File: config.mk
export PLATFORM = sky130hd
export DESIGN_NAME = fifo_ctrl
export DESIGN_NICKNAME = d
export VERILOG_FILES = /design/src/rtl/fifo_pkg.sv /design/src/rtl/fifo_ptr_wrap.sv /design/src/rtl/fifo_ctrl.sv
export SDC_FILE = /design/constraint.sdc
export NUM_CORES = 1
export LEC_CHECK = 0
export CAP_MARGIN = 20
export CORE_AREA = 2 2 64 66
export CTS_BUF_LIST = sky130_fd_sc_hd__clkbuf_16
export DETAILED_ROUTE_END_ITERATION = 16
export DIE_AREA = 0 0 66 68
export PLACE_DENSITY = 0.73
export SETUP_SLACK_MARGIN = 0.2
export SKIP_LAST_GASP = 1
export SLEW_MARGIN = 20
export SYNTH_ARGS = -nofsm -noshare
export SYNTH_HDL_FRONTEND = slang
export SYNTH_SLANG_ARGS = --single-unit
File: constraint.sdc
create_clock -name clk -period 4.05 [get_ports clk]
set_input_delay 0.81 -clock clk [delete_from_list [all_inputs] [get_ports clk]]
set_output_delay 0.81 -clock clk [all_outputs]
set_load 0.02 [all_outputs]
File: src/rtl/fifo_pkg.sv
// Shared FIFO constants so the controller, storage array and wrappers agree
// on pointer width, depth and flag margins.
package fifo_pkg;

    localparam int FIFO_PTR_W     = 8;
    localparam int FIFO_DEPTH     = 90;
    localparam int FIFO_AF_MARGIN = 4;
    localparam int FIFO_AE_MARGIN = 4;

endpackage

File: src/rtl/fifo_ptr_wrap.sv
// N-bit modulo-DEPTH pointer: advances by one on inc and wraps from
// DEPTH-1 back to 0, so non-power-of-two depths address the array exactly.
module fifo_ptr_wrap
    import fifo_pkg::*;
#(
    parameter int N     = FIFO_PTR_W,
    parameter int DEPTH = FIFO_DEPTH
) (
    input  logic         clk,
    input  logic         rst,
    input  logic         inc,
    output logic [N-1:0] ptr
);

    localparam logic [N-1:0] LAST = N'(DEPTH - 1);

    // Pointer register with synchronous reset and wrap at the last entry
    always_ff @(posedge clk) begin
        if (rst) begin
            ptr <= '0;
        end else if (inc) begin
            if (ptr == LAST) begin
                ptr <= '0;
            end else begin
                ptr <= ptr + 1'b1;
            end
        end
    end

endmodule

File: src/rtl/fifo_ctrl.sv
// Single-clock FIFO controller: accepts write/read requests, drives the RAM
// pointers and strobes, tracks occupancy and reports level and error flags.
// Flags are decoded from the registered count, so an operation shows up in
// the flags one cycle after its edge and a request never falls through.
module fifo_ctrl
    import fifo_pkg::*;
#(
    parameter int N         = FIFO_PTR_W,
    parameter int DEPTH     = FIFO_DEPTH,
    parameter int AF_MARGIN = FIFO_AF_MARGIN,
    parameter int AE_MARGIN = FIFO_AE_MARGIN
) (
    input  logic         clk,
    input  logic         rst,
    input  logic         wr_req,
    input  logic         rd_req,
    output logic [N-1:0] wrPtr,
    output logic [N-1:0] rdPtr,
    output logic         wr_en,
    output logic         rd_en,
    output logic         rd_valid,
    output logic [N:0]   count,
    output logic         full,
    output logic         empty,
    output logic         almost_full,
    output logic         almost_empty,
    output logic         overflow,
    output logic         underflow
);

    localparam logic [N:0] DEPTH_C = (N+1)'(DEPTH);
    localparam logic [N:0] AF_TH   = (N+1)'(DEPTH - AF_MARGIN);
    localparam logic [N:0] AE_TH   = (N+1)'(AE_MARGIN);

    logic wr_acc;
    logic rd_acc;

    assign full         = (count == DEPTH_C);
    assign empty        = (count == '0);
    assign almost_full  = (count >= AF_TH);
    assign almost_empty = (count <= AE_TH);

    // Each side is gated only by its own flag, so wr_req never reaches rd_en
    // and rd_req never reaches wr_en; strobes are held low during reset.
    assign wr_acc = wr_req & ~full  & ~rst;
    assign rd_acc = rd_req & ~empty & ~rst;
    assign wr_en  = wr_acc;
    assign rd_en  = rd_acc;

    fifo_ptr_wrap #(.N(N), .DEPTH(DEPTH)) u_wr_ptr (
        .clk (clk),
        .rst (rst),
        .inc (wr_acc),
        .ptr (wrPtr)
    );

    fifo_ptr_wrap #(.N(N), .DEPTH(DEPTH)) u_rd_ptr (
        .clk (clk),
        .rst (rst),
        .inc (rd_acc),
        .ptr (rdPtr)
    );

    // Occupancy, read-data valid pipeline and sticky error flags
    always_ff @(posedge clk) begin
        if (rst) begin
            count     <= '0;
            rd_valid  <= 1'b0;
            overflow  <= 1'b0;
            underflow <= 1'b0;
        end else begin
            case ({wr_acc, rd_acc})
                2'b10:   count <= count + 1'b1;
                2'b01:   count <= count - 1'b1;
                default: count <= count;
            endcase
            rd_valid <= rd_acc;
            if (wr_req && full) begin
                overflow <= 1'b1;
            end
            if (rd_req && empty) begin
                underflow <= 1'b1;
            end
        end
    end

endmodule
Yosys cells after proc, flatten, opt, wreduce, memory -nomap -nowiden:

Cells that the tools add are included.

* register bits: 28
* input port bits: 4
* word-level logic and storage cells: 31

* add/subtract/negate cells: 4
* muxes and demuxes: 3
* reductions and logical operators: 4
* bitwise gates (word level): 7
* equality and inequality tests: 5
* $lt $le $gt $ge: 2

Operators by type and width (count)
* one-hot mux 9 bit (2 select lines): 1
* adder 8 x 1 -> 8 bit, second input constant: 2
* == test 8 x 7 -> 1 bit, second input constant: 2
* two-way mux 8 bit: 2
* adder 9 x 1 -> 9 bit, second input constant: 1
* == test 9 x 7 -> 1 bit, second input constant: 1
* greater-or-equal comparator 9 x 7 -> 1 bit, second input constant: 1
* less-or-equal comparator 9 x 3 -> 1 bit, second input constant: 1
* logical NOT 9 bit: 1
* subtractor 9 x 1 -> 9 bit, second input constant: 1
* AND 1 bit: 4
* inverter 1 bit: 3
* == test 2 x 1 -> 1 bit, second input constant: 1
* == test 2 bit, second input constant: 1
* logical AND 1 bit: 2
* nonzero test 2 bit: 1

Longest topological paths before layout:

* depth in word-level cells: 6
* gate-level depth with buffers: 11

By module:

Synthesis repeated with hierarchy kept, for this count alone.

* cell total of the unflattened synthesis: 193
* area total of the unflattened synthesis: 1709.1 sq um

Modules (own cells, without submodules)
* fifo_ctrl: area each 875.8 sq um, times used 1, cells an instance 101, seq. area each 240.2 sq um
* fifo_ptr_wrap: area each 416.6 sq um, times used 2, cells an instance 46, seq. area each 160.2 sq um

Least setup slack after synthesis:

OpenSTA, ideal clock, no wires.

* kind: input-to-reg
* start point: input port rst
* end point: register count[8]
* stages on the path: 11
* data arrival time: 3.655 ns
* path buffers: 3
* setup slack: 0.275 ns
* cell sequence: clkbuf_1 > clkbuf_1 > buf_1 > nor2_1 > ha_1 > ha_1 > a21o_1 > a31o_2 > o21ai_0 > or3b_1 > mux2_2

* longest elaborated chain between the ends: 4

Ends and longest elaborated chain
* from (decl): line fifo_ctrl.sv:14 `input logic rst,`
* inverter 1 bit (*): line fifo_ctrl.sv:46 `assign rd_acc = rd_req & ~empty & ~rst;`
* AND 1 bit (*): line fifo_ctrl.sv:46
* named net rd_en: line fifo_ctrl.sv:20 `output logic rd_en,`
* == test 2 x 1 -> 1 bit or == test 2 bit (tied branches): line fifo_ctrl.sv:72 `case ({wr_acc, rd_acc})`
* one-hot mux 9 bit (2 select lines) or nonzero test 2 bit (tied branches)
* to (signal assigned): line fifo_ctrl.sv:73 `2'b10: count <= count + 1'b1;`
* to (signal assigned): line fifo_ctrl.sv:74 `2'b01: count <= count - 1'b1;`
* to (signal assigned): line fifo_ctrl.sv:75 `default: count <= count;`
* to (decl): line fifo_ctrl.sv:22 `output logic [N:0] count,`

Mark *: on every way through the listed nets, which the timed path passes. The rest lies on a longest branch.
A chain may end at the register's enable or synchronous reset.

Worst setup path in the final report:

* start point: input port wr_req
* end point: register count[8]

* longest elaborated chain between the ends: 4

Ends and longest elaborated chain
* from (decl): line fifo_ctrl.sv:15 `input logic wr_req,`
* AND 1 bit (*) (2 in series): line fifo_ctrl.sv:45 `assign wr_acc = wr_req & ~full & ~rst;`
* == test 2 x 1 -> 1 bit or == test 2 bit (tied branches): line fifo_ctrl.sv:72
* one-hot mux 9 bit (2 select lines) or nonzero test 2 bit (tied branches)

Mark *: on every way between the ends. The rest lies on a longest branch, timed or not.

==> results.cfg <==
[sta]
min_period_ps = 3460
holdWs_ps = 470
rsz0062_at_grt = false
max_freq_mhz = 289
finalCritPeriodShare_pct = 85.4
worstMarginPinSlew_ps = 818
fin_skew_ps = 5.94
finalHoldViolCount = 0
relSlewSlack_pct = 45.0
finalMaxSlewViolations = 0
setup_viol = 0
fin_tns_setup_ps = 0

[final_layout]
seqCellArea_um2 = 561
design_area_mm2 = 0.00223
utilization_pct = 57.8
area_growth_pct = 30.3
instances_no_fill = 296
nNetsFinal = 264
layout-drive-gt1-share_pct = 8.54
multi_input_area_mm2 = 0.00109
fill_cells = 373
diodes = 0

[clock_network]
root_buffer = clkbuf_16
cts_tree = yes
postCtsResizedCells = 0
clkTransAtPathRegs_ps = 70
clock_path_buffers = 2
cts_setup_buffers = 0
cts_buffers = 3
ctsHoldBuffers = 0
clk_latency_ps = 260
cts-htree-levels = 1
cts.sinks = 28

[floorplan]
dieWidth_um = 66
boundaryPins = 38
die_area_mm2 = 0.00449
start_util_pct = 44.4
coreArea_mm2 = 0.00386
die_y_um = 68
std_cell_rows = 23

[worst_setup_path]
cp_cell_sequence = clkdlybuf4s50_1, o41ai_4, or2_2, ha_1, ha_1, a21o_1, a31o_2, o21ai_0, or3b_1, mux2_2
cp_num_buf_inv = 1
worstSetupPathType = in -> reg
critPathMaxFanout = 10
ff2ff_setup_slack_ps = 810
path_common_cell = ha_1
crit_path_start_kind = primary input
crit_arrival_ps = 3620
slowest_delay_ps = 530
critPathTopFamily = adder cells
required_ps = 4210
worstSetupEndpointType = register
critPathSlowestCell = clkdlybuf4s50_1

[placement]
portBuffers = 37
place_area_mm2 = 0.00215
gp_congestion = 0.870
place_inst = 292
dp_hpwl_mm = 2.72

[status]
outcome = complete, no violations

[power_and_ir_drop]
p_per_area_mw_per_mm2 = 406
peakVddDrop_mv = 0.215
leakage_uw = 0.000859

[run]
max_cap_violations = 0

[synthesis]
yosys_warnings = 0
synth_nets = 223
ys_seq_area_share_pct = 32.8
ys_types = 45
netlist_area_mm2 = 0.00171
synth_seq_cells = 28
postSynthAreaPerCell_um2 = 8.30
synth_area_leaders = dfxtp_1 (33%), ha_1 (8.8%), a21oi_1 (6.7%), nor2_1 (5.7%), o21ai_0 (3.5%)
yosysTopAreaCell = dfxtp_1
synth_cells = 206
yosysTopAreaCellShare_pct = 32.8

[routing]
drt_iter0_drc = 156
wl_per_cell_um = 12.4
wl_met3_um = 106
drc = 0
highest_layer = met4
wl_met1_mm = 1.75
vias = 1572
dr_wl_met2_mm = 1.74
drtPass1Iterations = 4
drt_wl_total_mm = 3.66
vias_per_cell = 5.31
ant_nets = 0

[global_route]
first_global_vias = 1417
grt.overflow.total = 0
grt_pass1_wl_mm = 6.30
antenna_found_initial = 0
grt_max_degree = 19
track_usage_pct = 17.9

[worst_hold_path]
holdCritPathClass = reg -> reg
tightest hold or removal path, cell delays in order, from the launching register on:
cell and delay (ps):
dfxtp_1 330, a21oi_1 40, nor2_1 70
layout by cell type, fill, tap and decap left out, types with 5 or more instances in the layout:
master,count
clkdlybuf4s50_1,37
dfxtp_1,28
nor2_1,26
a21oi_1,23
nand2_1,13
o21ai_0,12
ha_1,12
nor3_1,10
buf_4,7
or3_1,6
nand3_1,6
nor2b_1,5
registers in the layout, summed over array words and instances, names as in the netlist:
register      count
overflow          1
u_rd_ptr.ptr      8
u_wr_ptr.ptr      8
underflow         1
count             9
rd_valid          1
routing by layer:
metal	track usage, %	vias to the layer above
li1	-	827
met1	22.0	716
met2	31.7	25
met3	2.47	4
met4	6.89	0
met5	0	-
cell usage after synthesis (all sizes together):
master / n
nor3b: 1
or4b: 2
o21ba: 1
xor2: 3
nor2: 26
or3: 8
nand3: 6
o41ai: 1
mux2: 1
nand2b: 1
ha: 12
or3b: 2
a31o: 1
nand4: 4
inv: 4
nor3: 10
nand2: 13
mux2i: 4
and3: 3
o211ai: 1
a21o: 3
o21a: 1
o21bai: 1
or2: 3
a21oi: 23
clkbuf: 3
nand3b: 2
xnor2: 4
a31oi: 4
fa: 1
buf: 5
and2: 1
nor4: 3
o21ai: 12
dfxtp: 28
nor2b: 5
o31ai: 2
nor4b: 1
stage by stage:
stage	power (uW)	worst slack, ps
final	905	590
after floorplan	559	275
after detailed placement	690	304
after global routing	961	432
after CTS	913	583
after global placement	690	327
area by class of cell:
cell class                 count  area share [%]
sequential                    28            25.2
inverter                       4           0.674
clock buffer                   3            3.37
clock inverter                 1           0.168
tap                           50            2.81
multi-input combinational    166            48.8
timing repair buffer          44            19.0
cells by family after synthesis:
logic type      synth area share, %
mux                            3.00
xor+xnor                       3.58
buf+inv                        3.58
fa+ha+maj                      9.95
compound gates                 18.7
flops                          32.8
simple gates                   28.4
power by group:
group	leakage (uW)	switching [uW]	internal (uW)	total, uW
clock network	0.0000385	90.1	132	222
registers	0.000227	38.2	298	337
logic	0.000593	186	161	346
total	0.000859	314	592	905
path summary, 6_finish.rpt:
path | startpoint | endpoint | depth (start not counted)
worst max-delay path | wr_req | count[8] | 10
worst min-delay path | overflow | overflow | 2
worst max register to register | count[8] | count[8] | 10
worst min register to register | overflow | overflow | 2
(Power assumes the default switching activity.)
